==> src/rtl/round_sequencer.sv <==
// Round sequencer: arms a timed round on a Start edge, counts elapsed seconds,
// and ends the round on Correct (a win) or when the round length runs out.
module round_sequencer #(
    parameter int unsigned CLKS_PER_SEC = 50000000,
    parameter int unsigned ROUND_LEN    = 99
) (
    input  logic       Clock,
    input  logic       Resetn,
    input  logic       Start,
    input  logic       Pause,
    input  logic       Correct,
    output logic [6:0] OngoingTimer,
    output logic       startEq2,
    output logic       Running,
    output logic       RoundDone,
    output logic       Timeout,
    output logic [3:0] Wins
);

    localparam int unsigned PrescW = (CLKS_PER_SEC > 2) ? $clog2(CLKS_PER_SEC) : 1;
    localparam logic [PrescW-1:0] PrescMax = PrescW'(CLKS_PER_SEC - 1);
    localparam logic [6:0] RoundLenV = 7'(ROUND_LEN);

    typedef enum logic [1:0] {StIdle, StArm, StRun, StDone} state_e;

    state_e            state_q, state_d;
    logic [PrescW-1:0] presc_q, presc_d;
    logic [6:0]        timer_q, timer_d;
    logic              timeout_q, timeout_d;
    logic [3:0]        wins_q, wins_d;
    logic              start_q;
    // Set by reset; blocks edge detection until Start has been seen low, so a
    // button held through reset cannot launch a round.
    logic              start_block_q;
    logic              rise;

    assign rise = Start & ~start_q & ~start_block_q;

    // Start history and reset-time edge blocker.
    always_ff @(posedge Clock) begin
        if (!Resetn) begin
            start_q       <= 1'b0;
            start_block_q <= 1'b1;
        end else begin
            start_q <= Start;
            if (!Start) begin
                start_block_q <= 1'b0;
            end
        end
    end

    // State and datapath registers.
    always_ff @(posedge Clock) begin
        if (!Resetn) begin
            state_q   <= StIdle;
            presc_q   <= '0;
            timer_q   <= '0;
            timeout_q <= 1'b0;
            wins_q    <= '0;
        end else begin
            state_q   <= state_d;
            presc_q   <= presc_d;
            timer_q   <= timer_d;
            timeout_q <= timeout_d;
            wins_q    <= wins_d;
        end
    end

    // Next-state and datapath update.
    always_comb begin
        state_d   = state_q;
        presc_d   = presc_q;
        timer_d   = timer_q;
        timeout_d = timeout_q;
        wins_d    = wins_q;
        unique case (state_q)
            StIdle, StDone: begin
                // Clearing on entry to ARM keeps stale round data off the outputs.
                if (rise) begin
                    state_d   = StArm;
                    presc_d   = '0;
                    timer_d   = '0;
                    timeout_d = 1'b0;
                end
            end
            StArm: begin
                state_d   = StRun;
                presc_d   = '0;
                timer_d   = '0;
                timeout_d = 1'b0;
            end
            StRun: begin
                if (Correct) begin
                    // A correct answer beats a simultaneous time-out.
                    state_d = StDone;
                    if (wins_q != 4'hF) begin
                        wins_d = wins_q + 4'd1;
                    end
                end else if (timer_q == RoundLenV) begin
                    state_d   = StDone;
                    timeout_d = 1'b1;
                end else if (!Pause) begin
                    if (presc_q == PrescMax) begin
                        presc_d = '0;
                        timer_d = timer_q + 7'd1;
                    end else begin
                        presc_d = presc_q + 1'b1;
                    end
                end
            end
            default: state_d = StIdle;
        endcase
    end

    // Outputs decoded from registered state only.
    assign startEq2     = (state_q == StArm);
    assign Running      = (state_q == StRun);
    assign RoundDone    = (state_q == StDone);
    assign OngoingTimer = timer_q;
    assign Timeout      = timeout_q;
    assign Wins         = wins_q;

endmodule

==> config.mk <==
export PLATFORM = sky130hd
export DESIGN_NAME = round_sequencer
export DESIGN_NICKNAME = d
export VERILOG_FILES = /design/src/rtl/round_sequencer.sv
export SDC_FILE = /design/constraint.sdc
export NUM_CORES = 1
export LEC_CHECK = 0
export CORE_MARGIN = 2
export CORE_UTILIZATION = 48
export CTS_BUF_LIST = sky130_fd_sc_hd__clkbuf_8
export DETAILED_ROUTE_END_ITERATION = 10
export PLACE_DENSITY = 0.69
export SETUP_SLACK_MARGIN = 0.4
export SLEW_MARGIN = 25
export SYNTH_ARGS = -nofsm -noshare
export SYNTH_HDL_FRONTEND = slang
export SYNTH_SLANG_ARGS = --single-unit
==> constraint.sdc <==
create_clock -name Clock -period 2.8 [get_ports Clock]
set_input_delay 0.42 -clock Clock [delete_from_list [all_inputs] [get_ports Clock]]
set_output_delay 0.42 -clock Clock [all_outputs]
set_load 0.02 [all_outputs]
==> qor.yml <==
setup_path:
  r2r_setup_slack_ns: 0.59
  worstSetupStartpointType: "primary input"
  r2r_start: "state_q[0]"
  crit_required_ns: 3.04
  timing_worst_setup_path_type: "in -> reg"
  cp_max_fo: 8
  critical_path.endpoint_type: "register"
  worst-endpoint-arrival_ns: 2.55
  ff2ff_path_depth: 7
  critical_path.reg2reg.endpoint: "presc_q[23]"
sta:
  max_slew_margin_pct: 58.8
  maxSlewViolCount: 0
  timing.clock.skew_ns: 0.00883
  setup_tns_ns: 0
  finalSetupViolations: 0
  max_freq_ghz: 0.432
  hold_violations: 0
  worstMarginPinSlew_ns: 0.609
  timing.final.crit_period_ns: 2.32
  period_share_pct: 82.8
  grt_setup_unrepaired: "false"
placement:
  number_of_input_and_output_port_buffers_inserted: 19
  globalplace.congestion: 0.819
  place_area_sq_um: 2460
  dp_hpwl_um: 3250
detailed_routing:
  totalWireLength_um: 4670
  drt_pre_antenna_iters: 6
  detailroute.via_count: 1918
  drt_initial_violations: 164
  drt_drc_violations_left: 0
  wl_per_cell_um: 14.1
  detail_route.vias_per_cell: 5.78
  final_antenna_net_count: 0
logic_synthesis:
  synth.net_count: 268
  synth_top_flop_cell: "sky130_fd_sc_hd__dfxtp_1"
  synth_top_area_share_pct: 38.6
  synth-seq-area-share_pct: 38.6
  synth_cells: 256
  cell_type_with_the_largest_total_area_after_synthesis: "sky130_fd_sc_hd__dfxtp_1"
  yosysUniqueCellTypes: 45
  synth.ff_latch_count: 42
  netlist_area_sq_um: 2180
  synth_edf_count: 0
  syn-mean-instance-area_sq_um: 8.52
  postSynth.asyncResetShare_pct: 0
  synth.area.top_cells: "sky130_fd_sc_hd__dfxtp_1, sky130_fd_sc_hd__xor2_1, sky130_fd_sc_hd__nand2_1, sky130_fd_sc_hd__ha_1, sky130_fd_sc_hd__nand3_1"
  yosysWarningCount: 0
floorplanning:
  rows: 24
  chipWidth_um: 71.4
  placeableCoreArea_sq_um: 4350
  initial_core_util_pct: 50.1
  design.portCount: 20
  die_h_um: 71.4
  fp.dieArea_sq_um: 5100
power_and_ir_drop:
  powerDensity_nw_per_um2: 658
  p_leak_nw: 0.896
  total_power_w: 0.00171
  ir_worst_vdd_mv: 0.546
clock_network:
  worstSkewPairLatency_ns: 0.30
  htree_levels: 2
  clock_input_transition_at_the_sequential_cells_of_the_worst_setup_and_hold_paths_ns: 0.08
  postCtsSetupBuffers: 0
  numClockSinks: 42
  cts.path.max_buffers: 2
  root_cell_of_the_clock_tree: "sky130_fd_sc_hd__clkbuf_8"
  clock_tree_from_tritoncts: "yes"
  cts_inserted_buffers: 5
min_path:
  worstHoldEndpoint: "start_block_q"
  worst_hold_class: "reg -> reg"
  whs_path_depth: 2
  hold_path.startpoint: "start_block_q"
finish:
  antenna_cells: 0
  fin_nets: 291
  layout-drive-gt1-share_pct: 8.57
  final_core_utilization_pct: 59.5
  final_design_area_no_fill_sq_um: 2590
  synthToLayoutAreaGrowth_pct: 18.9
  fillcell_total: 383
grt:
  grt.met2_usage_pct: 28.4
  groute.layer.met3.usage_pct: 5.34
  grt_pass1_wl_um: 7940
  antenna_violations_before_repair: 0
  grt_util_all_layers_pct: 19.5
  global_route.overflow_total: 0
  grt_busiest_layer: "met2"
  globalRouteMet1Util_pct: 28.1
  grt_pass1_vias: 1683
  grt_start_max_net_pins: 27
run:
  max_cap_viol_count: 0
outcome:
  run_status: "finished clean"
[stage by stage]
| step | instances | worst slack, ns | hold WS [ns] |
|---|---|---|---|
| after floorplan | 256 | 0.416 | 0.416 |
| after global placement | 324 | 0.122 | 0.433 |
| after detailed placement | 324 | 0.0937 | 0.433 |
| after CTS | 332 | 0.475 | 0.445 |
| after global routing | 332 | 0.402 | 0.491 |
| final | 332 | 0.483 | 0.446 |
[logic make-up after synthesis]
group / Yosys count / synth area share (%)
AND/OR/NAND/NOR: 126 / 32.2
flip-flops: 42 / 38.6
AO/OA/AOI/OAI: 39 / 12.0
XOR/XNOR: 20 / 8.03
buffers and inverters: 18 / 3.33
adder cells (fa/ha/maj): 7 / 4.02
multiplexers: 4 / 1.84
[cell usage in the layout, fill, tap and decap left out, drive strengths merged, types with 3 or more instances in the layout]
cell	count
dfxtp	42
nand2	24
clkdlybuf4s50	19
nor2	18
nand3	16
nand4	11
xor2	11
a21oi	10
and2	10
xnor2	9
inv	8
buf	8
o21ai	7
ha	7
and3	6
clkbuf	6
nor4	6
or4	5
nor3	5
or3	5
nand3b	4
mux2i	4
nor4b	3
nor3b	3
a21boi	3
a31oi	3
nor2b	3
o31ai	3
[synth_stat cells, types with 3 or more instances]
master / n
sky130_fd_sc_hd__a21boi_1: 3
sky130_fd_sc_hd__a21oi_1: 10
sky130_fd_sc_hd__a31oi_1: 3
sky130_fd_sc_hd__and2_1: 10
sky130_fd_sc_hd__and3_1: 6
sky130_fd_sc_hd__buf_2: 4
sky130_fd_sc_hd__clkbuf_1: 7
sky130_fd_sc_hd__dfxtp_1: 42
sky130_fd_sc_hd__ha_1: 7
sky130_fd_sc_hd__inv_1: 7
sky130_fd_sc_hd__mux2i_1: 4
sky130_fd_sc_hd__nand2_1: 24
sky130_fd_sc_hd__nand3_1: 16
sky130_fd_sc_hd__nand3b_1: 4
sky130_fd_sc_hd__nand4_1: 11
sky130_fd_sc_hd__nor2_1: 18
sky130_fd_sc_hd__nor2b_1: 3
sky130_fd_sc_hd__nor3_1: 5
sky130_fd_sc_hd__nor3b_1: 3
sky130_fd_sc_hd__nor4_1: 5
sky130_fd_sc_hd__nor4b_1: 3
sky130_fd_sc_hd__o21ai_0: 6
sky130_fd_sc_hd__o31ai_1: 3
sky130_fd_sc_hd__or3_1: 5
sky130_fd_sc_hd__or4_1: 5
sky130_fd_sc_hd__xnor2_1: 9
sky130_fd_sc_hd__xor2_1: 11
[critical path: stages]
cell	delay (ns)
sky130_fd_sc_hd__clkdlybuf4s50_1	0.48
sky130_fd_sc_hd__or3b_4	0.40
sky130_fd_sc_hd__and2_1	0.18
sky130_fd_sc_hd__or3_4	0.43
sky130_fd_sc_hd__or4_1	0.49
sky130_fd_sc_hd__a21oi_1	0.15
[flip-flops by register name, summed over array words and instances (netlist names)]
signal / flops
start_q: 1
presc_q: 26
Wins: 4
start_block_q: 1
Timeout: 1
state_q: 2
OngoingTimer: 7
[layer usage]
metal  part of all wire [%]  vias up
met3                    4.8        6
met1                     50      892
met4                    1.4        0
li1                       -      979
met2                     44       41
met5                      0        -
[worst max path at each step]
stage | start | endpoint | slack, ns | depth (start not counted)
floorplan | state_q[0] | presc_q[19] | 0.42 | 10
finish | Start | presc_q[23] | 0.48 | 6
global placement | Start | presc_q[23] | 0.12 | 6
global route | Start | presc_q[23] | 0.40 | 6
CTS | Start | presc_q[23] | 0.47 | 6
detailed placement | Start | presc_q[23] | 0.09 | 6
[repair_timing]
item                       in CTS  in global routing
hold buffers                    0                  0
gates resized for setup         1                  5
setup endpoints to repair       2                 29
[layout make-up]
| class | instances | area, sq um | area share, % |
|---|---|---|---|
| Inverter | 7 | 26.3 | 1.01 |
| Multi-Input combinational cell | 196 | 1310 | 50.4 |
| Clock buffer | 6 | 82.6 | 3.19 |
| Sequential cell | 42 | 841 | 32.4 |
| Timing Repair Buffer | 27 | 263 | 10.1 |
| Clock inverter | 2 | 8.76 | 0.338 |
| Tap cell | 52 | 65.1 | 2.51 |
[where the power goes]
group          switching [W]  internal, W
registers          0.0000341     0.000626
clock network       0.000202     0.000195
logic               0.000391     0.000258
(Power assumes the default switching activity.)
